File: src/rtl/imem_loader_pkg.sv
// Shared types and default geometry for the boot-time IMEM loader.
package imem_loader_pkg;

  localparam int unsigned DEPTH_DEF  = 64;
  localparam int unsigned ADDR_W_DEF = 6;

  typedef enum logic [2:0] {
    IDLE,
    COUNT,
    DATA,
    WRITE,
    CHECK,
    DONE,
    ERR
  } state_e;

endpackage

File: src/rtl/imem_loader.sv
// Boot loader: framed little-endian byte stream -> sequential IMEM word writes, holds the core in reset until done.
// Optional trailing checksum byte enabled by IMEM_LOADER_CHECKSUM_EN.
module imem_loader
  import imem_loader_pkg::*;
#(
  parameter int unsigned DEPTH  = DEPTH_DEF,
  parameter int unsigned ADDR_W = ADDR_W_DEF
) (
  input  logic              i_clk_w,
  input  logic              i_rst_w,
  input  logic              i_start_w,
  input  logic [7:0]        i_byte_w,
  input  logic              i_byte_valid_w,
  output logic              o_byte_ready_w,
  output logic              o_we_w,
  output logic [ADDR_W-1:0] o_waddr_w,
  output logic [31:0]       o_wdata_w,
  output logic              o_cpu_rst_n_w,
  output logic              o_done_w,
  output logic              o_err_w
);

  // One extra bit so the remaining-word count can hold DEPTH itself.
  localparam int unsigned CNT_W = ADDR_W + 1;

  state_e              state_q, state_d;
  logic [ADDR_W-1:0]   addr_q, addr_d;
  logic [1:0]          lane_q, lane_d;
  logic [CNT_W-1:0]    left_q, left_d;
  logic [31:0]         word_q, word_d;
  logic                byte_ready_q, byte_ready_d;
  logic                we_q, we_d;
  logic [ADDR_W-1:0]   waddr_q, waddr_d;
  logic [31:0]         wdata_q, wdata_d;
  logic                cpu_rst_n_q, cpu_rst_n_d;
  logic                done_q, done_d;
  logic                err_q, err_d;
  logic                take_c;
`ifdef IMEM_LOADER_CHECKSUM_EN
  logic [7:0]          sum_q, sum_d;
`endif

  assign take_c = i_byte_valid_w && byte_ready_q;

  // Next-state, datapath and registered-output decode.
  always_comb begin
    state_d = state_q;
    addr_d  = addr_q;
    lane_d  = lane_q;
    left_d  = left_q;
    word_d  = word_q;
`ifdef IMEM_LOADER_CHECKSUM_EN
    sum_d   = sum_q;
`endif

    case (state_q)
      IDLE, DONE, ERR: begin
        if (i_start_w) begin
          state_d = COUNT;
          addr_d  = '0;
          lane_d  = '0;
`ifdef IMEM_LOADER_CHECKSUM_EN
          sum_d   = '0;
`endif
        end
      end
      COUNT: begin
        if (take_c) begin
          if ((i_byte_w != 8'd0) && (32'(i_byte_w) <= DEPTH)) begin
            state_d = DATA;
            left_d  = CNT_W'(i_byte_w);
          end else begin
            state_d = ERR;
          end
        end
      end
      DATA: begin
        if (take_c) begin
          word_d[8*lane_q +: 8] = i_byte_w;
          lane_d = lane_q + 2'd1;
`ifdef IMEM_LOADER_CHECKSUM_EN
          sum_d  = sum_q + i_byte_w;
`endif
          if (lane_q == 2'd3) state_d = WRITE;
        end
      end
      WRITE: begin
        left_d = left_q - CNT_W'(1);
        if (left_q == CNT_W'(1)) begin
`ifdef IMEM_LOADER_CHECKSUM_EN
          state_d = CHECK;
`else
          state_d = DONE;
`endif
        end else begin
          addr_d  = addr_q + ADDR_W'(1);
          state_d = DATA;
        end
      end
`ifdef IMEM_LOADER_CHECKSUM_EN
      CHECK: begin
        if (take_c) state_d = (i_byte_w == sum_q) ? DONE : ERR;
      end
`endif
      default: state_d = IDLE;
    endcase

    // Outputs are decoded from the next state so they register in step with it.
    byte_ready_d = (state_d == COUNT) || (state_d == DATA) || (state_d == CHECK);
    we_d         = (state_d == WRITE);
    waddr_d      = we_d ? addr_d : waddr_q;
    wdata_d      = we_d ? word_d : wdata_q;
    cpu_rst_n_d  = (state_d == DONE);
    done_d       = (state_d == DONE);
    err_d        = (state_d == ERR);
  end

  always_ff @(posedge i_clk_w or negedge i_rst_w) begin
    if (!i_rst_w) begin
      state_q      <= IDLE;
      addr_q       <= '0;
      lane_q       <= '0;
      left_q       <= '0;
      word_q       <= '0;
      byte_ready_q <= 1'b0;
      we_q         <= 1'b0;
      waddr_q      <= '0;
      wdata_q      <= '0;
      cpu_rst_n_q  <= 1'b0;
      done_q       <= 1'b0;
      err_q        <= 1'b0;
`ifdef IMEM_LOADER_CHECKSUM_EN
      sum_q        <= '0;
`endif
    end else begin
      state_q      <= state_d;
      addr_q       <= addr_d;
      lane_q       <= lane_d;
      left_q       <= left_d;
      word_q       <= word_d;
      byte_ready_q <= byte_ready_d;
      we_q         <= we_d;
      waddr_q      <= waddr_d;
      wdata_q      <= wdata_d;
      cpu_rst_n_q  <= cpu_rst_n_d;
      done_q       <= done_d;
      err_q        <= err_d;
`ifdef IMEM_LOADER_CHECKSUM_EN
      sum_q        <= sum_d;
`endif
    end
  end

  assign o_byte_ready_w = byte_ready_q;
  assign o_we_w         = we_q;
  assign o_waddr_w      = waddr_q;
  assign o_wdata_w      = wdata_q;
  assign o_cpu_rst_n_w  = cpu_rst_n_q;
  assign o_done_w       = done_q;
  assign o_err_w        = err_q;

endmodule

File: config.mk
export PLATFORM = sky130hd
export DESIGN_NAME = imem_loader
export DESIGN_NICKNAME = d
export VERILOG_FILES = /design/src/rtl/imem_loader_pkg.sv /design/src/rtl/imem_loader.sv
export SDC_FILE = /design/constraint.sdc
export NUM_CORES = 1
export LEC_CHECK = 0
export ABC_AREA = 1
export CAP_MARGIN = 10
export CORE_MARGIN = 3
export CORE_UTILIZATION = 45
export DETAILED_ROUTE_END_ITERATION = 10
export GPL_TIMING_DRIVEN = 0
export HOLD_SLACK_MARGIN = 0.1
export PLACE_DENSITY = 0.67
export SYNTH_ARGS = -nofsm -noshare
export SYNTH_HDL_FRONTEND = slang
export SYNTH_SLANG_ARGS = --single-unit
File: constraint.sdc
create_clock -name i_clk_w -period 2.3 [get_ports i_clk_w]
set_input_delay 0.46 -clock i_clk_w [delete_from_list [all_inputs] [get_ports i_clk_w]]
set_output_delay 0.46 -clock i_clk_w [all_outputs]
set_load 0.005 [all_outputs]
==> impl_metrics.env <==
export IMPL_max_cap_violations=0
export IMPL_worst_pin_slew_ns=0.515
export IMPL_n_fill_cell=832
export IMPL_grt_pass1_wl_um=17200
export IMPL_drt_total_wl_um=10200
export IMPL_yosys_warnings=0
export IMPL_ir_worst_vdd_mv=0.378
export IMPL_wire_per_inst_um=13.9
export IMPL_core_um2=8980
export IMPL_clock_sinks=92
export IMPL_final_common_cell="nand2_1"
export IMPL_synth_edff_count=0
export IMPL_drv_slew=0
export IMPL_syn_inst=533
export IMPL_fin_crit_sh=0.936
export IMPL_dieArea_um2=10700
export IMPL_grt_total_usage=0.207
export IMPL_crit_fanout=10
export IMPL_slew_headroom=0.657
export IMPL_io_pins=55
export IMPL_wl_met2_um=4810
export IMPL_r2r_start="lane_q[0]"
export IMPL_wl_met3_um=429
export IMPL_vias_per_cell=4.92
export IMPL_async_flop_share=1.00
export IMPL_multi_input_area_um2=1730
export IMPL_layout_nets=622
export IMPL_wl_met1_um=4840
export IMPL_min_to="word_q[7]"
export IMPL_insertion_delay_ns=0.36
export IMPL_drive_above_1_share=0.0660
export IMPL_ys_seq_elements=92
export IMPL_area_growth_pct=23.1
export IMPL_worst_endpoint_required_ns=2.61
export IMPL_rows=34
export IMPL_fin_skew_ns=0.0119
export IMPL_port_buffers=54
export IMPL_die_w_um=103
export IMPL_postSynthAreaPerCell_um2=8.00
export IMPL_grt_setup_unrepaired="false"
export IMPL_min_path_cells=2
export IMPL_grt_max_degree=60
export IMPL_synthFlopType="dfrtp_1"
export IMPL_hold_viol=0
export IMPL_syn_area_um2=4260
export IMPL_hold_class="reg2reg"
export IMPL_initial_core_util=0.475
export IMPL_fin_crit_ns=2.15
export IMPL_setup_viol=0
export IMPL_antenna_found_initial=0
export IMPL_r2r_slack_ns=0.15
export IMPL_p_per_area_nw_per_um2=1000
export IMPL_r2r_end="o_wdata_w[8]"
export IMPL_grt_overflow=0
export IMPL_grt_pass1_vias=3573
export IMPL_critical_path_startpoint="lane_q[0]"
export IMPL_ff2ff_path_depth=9
export IMPL_drtAntennaViolNets=0
export IMPL_finalPower_mw=5.27
export IMPL_htreeDepth=3
export IMPL_gp_congestion=0.875
export IMPL_synthesis_nets=554
export IMPL_hpwl_um=7310
export IMPL_worstSetupEndpointType="flop"
export IMPL_drt_iter0_drc=202
export IMPL_final_cells=732
export IMPL_hold_start="word_q[7]"
export IMPL_cts_root_buf="clkbuf_8"
export IMPL_crit_type="reg2reg"
export IMPL_drc=0
export IMPL_synth_seq_area_share=0.540
export IMPL_dr_total_vias=3600
export IMPL_dr_pass1_iters=5
export IMPL_numCtsBuffers=9
export IMPL_p_leak_nw=2.67
export IMPL_path_clk_slew_ns=0.10
export IMPL_critPathLaunchType="flop"
export IMPL_clockBufferDepth=2
export IMPL_place_inst=714
export IMPL_status="completed"
export IMPL_seq_area_um2=2300
export IMPL_cts_tree="yes"
export IMPL_synth_distinct_cells=26
export IMPL_highest_layer="met4"
export IMPL_n_antenna_cell=0
export IMPL_arrival_ns=2.46
export IMPL_final_cell_mix="nand2_1, dfrtp_1, clkdlybuf4s50_1, inv_1, nand3_1"
export IMPL_fmax_mhz=465
export IMPL_die_y_um=103
how the worst max path moves through the flow:
stage	to	slack (ns)	cells past startpoint
floorplan	o_wdata_w[0]	0.20	8
global placement	o_wdata_w[0]	-2.61	1
detailed placement	o_wdata_w[2]	-0.38	8
CTS	o_wdata_w[18]	0.09	9
global route	o_wdata_w[8]	0.009	9
finish	o_wdata_w[8]	0.15	9
state kept, by name, summed over array words and instances, names as in the netlist:
signal and cells:
o_wdata_w 32, word_q 32, left_q 7, addr_q 6
o_waddr_w 6, state_q 3, lane_q 2, o_byte_ready_w 1
o_done_w 1, o_err_w 1, o_we_w 1
report_power, final:
part	leakage (nW)	switching (mW)	internal [mW]
Clock	0.115	0.606	0.622
Sequential	1.23	0.213	1.96
Combinational	1.33	1.16	0.719
Total	2.67	1.97	3.30
kinds of logic after synthesis:
logic type | after synthesis | synth area share
xor gates and xnor gates | 2 | 0.00411
adders and majority gates | 9 | 0.0264
DFF | 92 | 0.540
buffers and inverters | 60 | 0.0590
AOI/OAI and AO/OA | 62 | 0.0804
and+or+nand+nor | 308 | 0.290
what timing repair did:
action	4_1_cts	5_1_grt
endpoints found under the hold margin	33	0
setup buffers	0	1
resized for setup	4	5
setup endpoints to repair	22	19
pin swaps	0	1
hold buffers	1	0
gates cloned	0	0
per-stage QoR:
stage                     hold WS [ns]  TNS [ns]  setup WS, ns  cell area (µm²)   util
after detailed placement         0.446     -5.21        -0.375             4990  0.556
after floorplan                  0.164         0         0.199             4260      -
after global placement           0.457   -242.49         -2.61             4960  0.553
after global routing             0.507         0       0.00863             5250  0.585
after CTS                        0.481         0        0.0938             5240  0.583
final                            0.481         0         0.147             5250  0.585
worst max-delay path: stages (launching register included):
cell and delay (ns):
dfrtp_2 0.43, buf_2 0.24, inv_1 0.13, ha_1 0.40, nand2_1 0.14, inv_1 0.20, nand2_1 0.08, o21ai_0 0.31
nand2_1 0.11, nand2_1 0.08
routing by layer:
layer  up-vias  GRT usage
met5         -          0
met1      1688      0.290
met2        76      0.331
li1       1824          -
met4         0     0.0687
met3        12     0.0295
Yosys cell counts (2+ instances only):
master,n,area (µm²)
a21oi_1,3,15.0
xnor2_1,2,17.5
buf_2,6,30.0
o21ai_0,39,195
nand2_1,226,848
o21ai_1,4,20.0
ha_1,9,113
nand4_1,3,18.8
inv_1,42,158
nor3_1,2,10.0
a31oi_1,8,50.1
dfrtp_1,92,2300
clkbuf_1,5,18.8
nand3_1,39,195
o21bai_1,4,30.0
buf_4,5,37.5
o21ai_2,2,17.5
nor2_1,33,124
and2_1,2,12.5
area by class of cell:
class                      instances  area share
timing repair buffer              57       0.111
multi-input combinational        381       0.329
tap                              126      0.0300
clock buffer                       9      0.0236
inverter                          44      0.0315
buffer                            16      0.0167
clock inverter                     7      0.0188
sequential                        92       0.439
Note: power is estimated with default switching activity, not from simulation.
